$ cat src/rtl/pcs_rx_gearbox_pkg.sv
// Shared PCS constants: block geometry, sync header encodings and lane-count selection.
// Imported by the per-lane RX gearbox and its bench.
package pcs_rx_gearbox_pkg;

   localparam int PCS_HEAD_W  = 2;
   localparam int PCS_DATA_W  = 64;
   localparam int PCS_BLOCK_W = PCS_HEAD_W + PCS_DATA_W;

   typedef logic [PCS_HEAD_W-1:0] sync_head_t;

   localparam sync_head_t SYNC_DATA = 2'b01;
   localparam sync_head_t SYNC_CTRL = 2'b10;

   // 10G runs a single lane; the wider configurations stripe over four.
   localparam bit IS_10G = 1'b1;
   localparam int LANE_N = IS_10G ? 1 : 4;

endpackage

$ cat src/rtl/pcs_rx_gearbox.sv
// Per-lane RX gearbox: packs DATA_W-bit SERDES words into HEAD_W+DATA_W blocks and
// drops one stream bit per slip request so block lock can hunt for alignment.
module pcs_rx_gearbox
   import pcs_rx_gearbox_pkg::*;
#(
   parameter int HEAD_W  = PCS_HEAD_W,
   parameter int DATA_W  = PCS_DATA_W,
   parameter int BLOCK_W = HEAD_W + DATA_W,
   parameter int FILL_W  = $clog2(2 * BLOCK_W)
) (
   input  logic              clk,
   input  logic              reset,
   input  logic              data_v_i,
   input  logic [DATA_W-1:0] data_i,
   input  logic              slip_i,
   output logic              valid_o,
   output logic [HEAD_W-1:0] head_o,
   output logic [DATA_W-1:0] data_o
);

   localparam int BUF_W = 2 * BLOCK_W;

   logic [BUF_W-1:0]  buf_q, buf_d;
   logic [FILL_W-1:0] fill_q, fill_d;
   logic              slip_pend_q, slip_pend_d;
   logic              valid_q, valid_d;
   logic [HEAD_W-1:0] head_q, head_d;
   logic [DATA_W-1:0] data_q, data_d;

   logic              head_drop;
   logic [BUF_W-1:0]  shifted;
   logic [BUF_W-1:0]  stream;
   logic [DATA_W-1:0] word;
   logic [FILL_W-1:0] eff_fill;
   logic [FILL_W-1:0] n;

   always_comb begin
      // With an empty buffer the slipped bit is the first bit of the incoming word.
      head_drop = slip_pend_q && (fill_q == '0);
      shifted   = slip_pend_q ? (buf_q >> 1) : buf_q;
      eff_fill  = head_drop ? '0 : (fill_q - FILL_W'(slip_pend_q));
      word      = head_drop ? (data_i >> 1) : data_i;
      stream    = shifted | (BUF_W'(word) << eff_fill);
      n         = eff_fill + (head_drop ? FILL_W'(DATA_W - 1) : FILL_W'(DATA_W));

      buf_d       = buf_q;
      fill_d      = fill_q;
      slip_pend_d = slip_pend_q | slip_i;
      valid_d     = 1'b0;
      head_d      = head_q;
      data_d      = data_q;

      if (data_v_i) begin
         slip_pend_d = slip_i;
         if (n >= FILL_W'(BLOCK_W)) begin
            valid_d = 1'b1;
            head_d  = stream[HEAD_W-1:0];
            data_d  = stream[BLOCK_W-1:HEAD_W];
            buf_d   = stream >> BLOCK_W;
            fill_d  = n - FILL_W'(BLOCK_W);
         end else begin
            buf_d  = stream;
            fill_d = n;
         end
      end
   end

   always_ff @(posedge clk) begin
      if (reset) begin
         buf_q       <= '0;
         fill_q      <= '0;
         slip_pend_q <= 1'b0;
         valid_q     <= 1'b0;
         head_q      <= '0;
         data_q      <= '0;
      end else begin
         buf_q       <= buf_d;
         fill_q      <= fill_d;
         slip_pend_q <= slip_pend_d;
         valid_q     <= valid_d;
         head_q      <= head_d;
         data_q      <= data_d;
      end
   end

   assign valid_o = valid_q;
   assign head_o  = head_q;
   assign data_o  = data_q;

endmodule

$ cat config.mk
export PLATFORM = sky130hd
export DESIGN_NAME = pcs_rx_gearbox
export DESIGN_NICKNAME = d
export VERILOG_FILES = /design/src/rtl/pcs_rx_gearbox_pkg.sv /design/src/rtl/pcs_rx_gearbox.sv
export SDC_FILE = /design/constraint.sdc
export NUM_CORES = 1
export LEC_CHECK = 0
export ABC_AREA = 1
export CORE_ASPECT_RATIO = 1.25
export CORE_MARGIN = 2
export CORE_UTILIZATION = 35
export CTS_CLUSTER_DIAMETER = 50
export DETAILED_ROUTE_END_ITERATION = 7
export PLACE_DENSITY_LB_ADDON = 0.25
export SETUP_SLACK_MARGIN = 0.4
export SLEW_MARGIN = 20
export SYNTH_ARGS = -nofsm -noshare
export SYNTH_HDL_FRONTEND = slang
export SYNTH_SLANG_ARGS = --single-unit
$ cat constraint.sdc
create_clock -name clk -period 2.8 [get_ports clk]
set_clock_uncertainty 0.1 [all_clocks]
set_input_delay 0.7 -clock clk [delete_from_list [all_inputs] [get_ports clk]]
set_output_delay 0.7 -clock clk [all_outputs]
set_load 0.05 [all_outputs]
After elaboration in Yosys (flattened, before gate mapping). Index checks and enable logic that the tools add are counted.

Shifts and indexed selects: 1. Reductions and logical operators: 4. Muxes and demuxes: 8. Order comparisons: 1. Bitwise gates (word level): 3. Add/sub/neg operators: 3.

Operator list (count): $mux W132 (2); $or A132 B132 Y132 (1); $shl A64 B8 Y132 (1); $mux W64 (1); $mux W8 (2); $add A8 B7 Y8 (1); $ge A8 B7 Y1 const B (1); $logic_not A8 Y1 (1); $sub A8 B1 Y8 (1); $sub A8 B7 Y8 const B (1); $mux W7 (1); $mux W1 (2); $reduce_and A2 Y1 (1); $reduce_or A2 Y1 (1); $logic_and A1 B1 Y1 (1); $not A1 Y1 (1); $or A1 B1 Y1 (1).

Flip-flop bits (word level): 208. Word-level logic and storage cells: 26. Output and inout port bits: 67. Input port bits: 68.

Depth between registers and ports, before layout.
Word-level depth: 6. Depth in mapped cells: 23. Depth with buffers taken out: 22.

Least setup slack after synthesis. Ideal clock, no wire load.

Kind: register -> register. From: reg fill_q[0]. To: reg buf_q[61]. Cell stages (with the launch flop): 21. Clock period less this slack: 2.727 ns. Arrival: 2.514 ns. Buffers on the path: 2. Required time: 2.587 ns. Setup time: 0.113 ns. Slack: 0.073 ns. Cells stage by stage: dfxtp_1 -> inv_1 -> ha_1 -> ha_1 -> xnor2_1 -> inv_1 -> nand2_2 -> inv_1 -> buf_2 -> buf_1 -> nand3_1 -> nand3_1 -> nand3_1 -> nand2_1 -> nand2_1 -> nand3_1 -> nand2_1 -> nand2_1 -> o21ai_0 -> nand2_1 -> nand2_1.

Word-level cells in the longest chain between the ends: 6. Elaborated cells on any way between the ends: 11. Those cells by class: add/sub: 2; order compare: 1; shift: 1; mux: 4; bitwise: 1; reduce/logical: 2.

RTL lines: from (decl) (RTL line pcs_rx_gearbox.sv:24) `logic [FILL_W-1:0] fill_q, fill_d;`; from (signal assigned) (RTL line pcs_rx_gearbox.sv:78) `fill_q <= fill_d;`; parallel branches: the longest is 5 deep, another holds $sub A8 B1 Y8; $mux W132 * (RTL line pcs_rx_gearbox.sv:55) `if (n >= FILL_W'(BLOCK_W)) begin`; to (signal assigned) (RTL line pcs_rx_gearbox.sv:77) `buf_q <= buf_d;`; to (decl) (RTL line pcs_rx_gearbox.sv:23) `logic [BUF_W-1:0] buf_q, buf_d;`.

Mark *: on every way between the ends. A chain may end at the register's enable or synchronous reset.

Worst setup path in the final report.
From: reg slip_pend_q. To: reg buf_q[81].

Word-level cells in the longest chain between the ends: 5. Elaborated cells on any way between the ends: 11. Those cells by class: add/sub: 2; order compare: 1; shift: 1; mux: 5; bitwise: 1; reduce/logical: 1.

RTL lines: from (decl) (RTL line pcs_rx_gearbox.sv:25) `logic slip_pend_q, slip_pend_d;`; from (signal assigned) (RTL line pcs_rx_gearbox.sv:79) `slip_pend_q <= slip_pend_d;`; $sub A8 B1 Y8 or $logic_and A1 B1 Y1 (tied branches) (RTL line pcs_rx_gearbox.sv:41, pcs_rx_gearbox.sv:39); $mux W8 (tied with other cells) (RTL line pcs_rx_gearbox.sv:41) `eff_fill = head_drop ? '0 : (fill_q - FILL_W'(slip_pend_q));`; $add A8 B7 Y8 or $shl A64 B8 Y132 (tied branches) (RTL line pcs_rx_gearbox.sv:44, pcs_rx_gearbox.sv:43); $ge A8 B7 Y1 or $or A132 B132 Y132 (tied branches) (RTL line pcs_rx_gearbox.sv:55, pcs_rx_gearbox.sv:43); $mux W132 * (RTL line pcs_rx_gearbox.sv:55).

Mark *: on every way between the ends. The rest lies on a longest branch, timed or not.

==> results.cfg <==
[outcome]
status = finished with violations
violations = negative setup slack

[clock_network]
root_buffer = clkbuf_16
clock_sinks = 208
ctsLongestPathBuffers = 3
numCtsBuffers = 23
cts_tree = built
h-tree-depth = 1
clock_latency_ns = 0.52
cts_hold_buf = 0
clk_pin_slew_ns = 0.06

[die]
ioPinCount = 135
row_count = 92
dieArea_mm2 = 0.0523
die_h_um = 255
die_w_um = 205
initial_core_util_pct = 35.2
fp.coreArea_mm2 = 0.0502

[worst_setup_path]
crit_type = register to register
crit_chain = inv_4 -> nor2_4 -> buf_6 -> nand3_4 -> buf_12 -> buf_12 -> clkbuf_16 -> nand3b_1 -> buf_4 -> nand2_1 -> nand2_1 -> nand3_2 -> nand3_2 -> buf_4 -> nand3_4 -> a21oi_2 -> o21ai_0 -> buf_4 -> nand2_1 -> nand2_1 -> o21ai_0
crit_path_start_kind = register
cp_max_fo = 7
cp_top_family = buffers and inverters
required_ns = 3.15
end_kind = register
critical_path_buf_inv_count = 8
crit_slowest_cell = dfxtp_4
critPathMaxStageDelay_ns = 0.39
path_common_cell = nand2_1
worst_ep_arrival_time_ns = 3.37

[logic_synthesis]
syn_area_mm2 = 0.0177
synth-seq-cells = 208
yosys-top-cells-area = nand2_1 26%, dfxtp_1 24%, nand3_1 18%
ys_top_cells_by_count = 1,216 x nand2_1, 647 x nand3_1, 295 x o21ai_0
ys_warn_count = 0
synth_top_cell_area_share_pct = 25.8
postSynthCellCount = 3275
synth.distinct_cells = 42
syn_avg_cell_area_um2 = 5.39
synth_nets = 3346
synth_seq_area_share_pct = 23.6
synth_top_cell_by_area = nand2_1
ys.flop_type = dfxtp_1
ys_async_sr_fraction_pct = 0
synth_edf_count = 0
synth_most_common_cell = nand2_1

[timing]
fin_crit_sh_pct = 108
finalSetupViolCount = 104
finalCriticalPeriod_ns = 3.03
worst_pin_slew_ns = 0.991
postLayoutSetupSlackWorst_ns = -0.226
max_clock_freq_ghz = 0.331
finalSetupTns_ns = -4.49
rsz0062_at_grt = true
hold_viol_final = 0
drv_slew = 0
slew_headroom_pct = 33.9

[route]
routed_wl_um = 97500
first_pass_iters = 7
drc_errors = 0
drt_iter0_markers = 2759
routed-via-count = 25100
wl_per_cell_um = 22.3
via_per_inst = 5.75
ant_nets = 0

[global_route]
track_usage_pct = 33.6
grt_overflow = 0
grt_max_degree = 90
grt_pass1_wl_um = 136000
antenna_found_initial = 0
grt_pass1_vias = 22600

[final_layout]
area_growth_pct = 64.2
nets = 3760
antennaDiodeCount = 0
drive_gt1_share_pct = 36.1
fin_cells = 4361
post-route-util_pct = 57.8
nFillCells = 4796

[min_path]
hp-class = register to register

[placed_design]
gp_congestion = 1.06
port_buffers = 134
hpwlAfterDp_um = 66000
post-place-ws_ns = -0.404
dpl.cell_count = 4208

[run]
drv_cap = 0
-- kinds of logic after synthesis --
family                   count (synthesis)  synth area share, %
AO/OA/AOI/OAI                          428                 12.8
XOR/XNOR                                 5                0.248
adder cells (fa/ha/maj)                  3                0.212
buffers and inverters                  478                 10.8
flip-flops                             208                 23.6
multiplexers                             1               0.0567
AND/OR/NAND/NOR                       2152                 52.4
-- sequential cells by signal (all words and copies together) (netlist names) --
signal       cells
head_o           2
buf_q          132
fill_q           8
data_o          64
slip_pend_q      1
valid_o          1
-- routing by layer --
layer,routed length [µm],GRT usage [%]
met5,0,0
met4,8650,20.9
met3,7890,4.30
met2,43100,54.5
met1,37900,42.2
-- worst paths after layout --
kind                     from         end  slack (ns)  cells past startpoint
setup reg to reg  slip_pend_q   buf_q[81]       -0.23                     21
hold / removal     buf_q[126]  buf_q[126]        0.36                      2
setup / recovery  slip_pend_q   buf_q[81]       -0.23                     21
hold reg to reg    buf_q[126]  buf_q[126]        0.36                      2
-- through the flow --
stage               hold WS, ns  instance area [µm²]
CTS                       0.357                25500
global placement          0.336                22200
global route              0.375                29000
detailed placement        0.345                22200
floorplan                 0.326                17800
finish                    0.356                29000
-- worst min-delay path, stage by stage, from the launching register on --
cell     delay, ns
dfxtp_1       0.31
nand2_1       0.06
nand2_1       0.04
-- placed cells by master, fill, tap and decap left out, types with 4 or more instances in the layout --
cell | Yosys | final
nand4_1 | 66 | 66
clkinv_4 | 0 | 4
buf_6 | 5 | 48
o21ai_1 | 21 | 50
o21ai_2 | 0 | 48
nand3_2 | 1 | 310
inv_1 | 234 | 223
o22ai_1 | 6 | 6
dfxtp_1 | 208 | 199
o211ai_1 | 15 | 15
o21ai_4 | 0 | 4
clkbuf_8 | 0 | 4
clkdlybuf4s50_1 | 0 | 133
nand3_1 | 647 | 251
clkbuf_1 | 126 | 6
nand2_1 | 1216 | 962
buf_4 | 4 | 330
nor2_1 | 182 | 155
o221ai_2 | 0 | 4
nand2_2 | 1 | 210
buf_12 | 0 | 61
nor2_2 | 6 | 19
o21ai_0 | 295 | 214
nor2_4 | 5 | 22
a22oi_1 | 6 | 6
a21oi_2 | 0 | 14
nand3b_1 | 16 | 16
inv_4 | 0 | 4
dfxtp_2 | 0 | 7
nand2_4 | 2 | 46
nand3_4 | 2 | 90
a21oi_1 | 66 | 50
inv_2 | 12 | 15
buf_8 | 0 | 12
a31oi_4 | 0 | 4
buf_16 | 0 | 12
clkbuf_16 | 0 | 39
-- repair_timing --
action	4_1_cts	5_1_grt
pin swaps	126	155
endpoints found under the setup margin	273	273
buffers inserted	41	38
gates resized for setup	483	635
gates cloned	16	19
-- layout make-up --
type                            count  area, µm²  area share (%)
Clock inverter                      6       42.5           0.147
Multi-Input combinational cell   2593      15800            54.4
Inverter                          248        968            3.34
Timing Repair Buffer              614       6550            22.6
Sequential cell                   208       4180            14.4
Timing Repair inverter              1       6.26          0.0216
Clock buffer                       33        653            2.25
Tap cell                          658        823            2.84
Power is not shown: default switching activity piles up to over one toggle a cycle in this logic, so the estimate is an artifact.
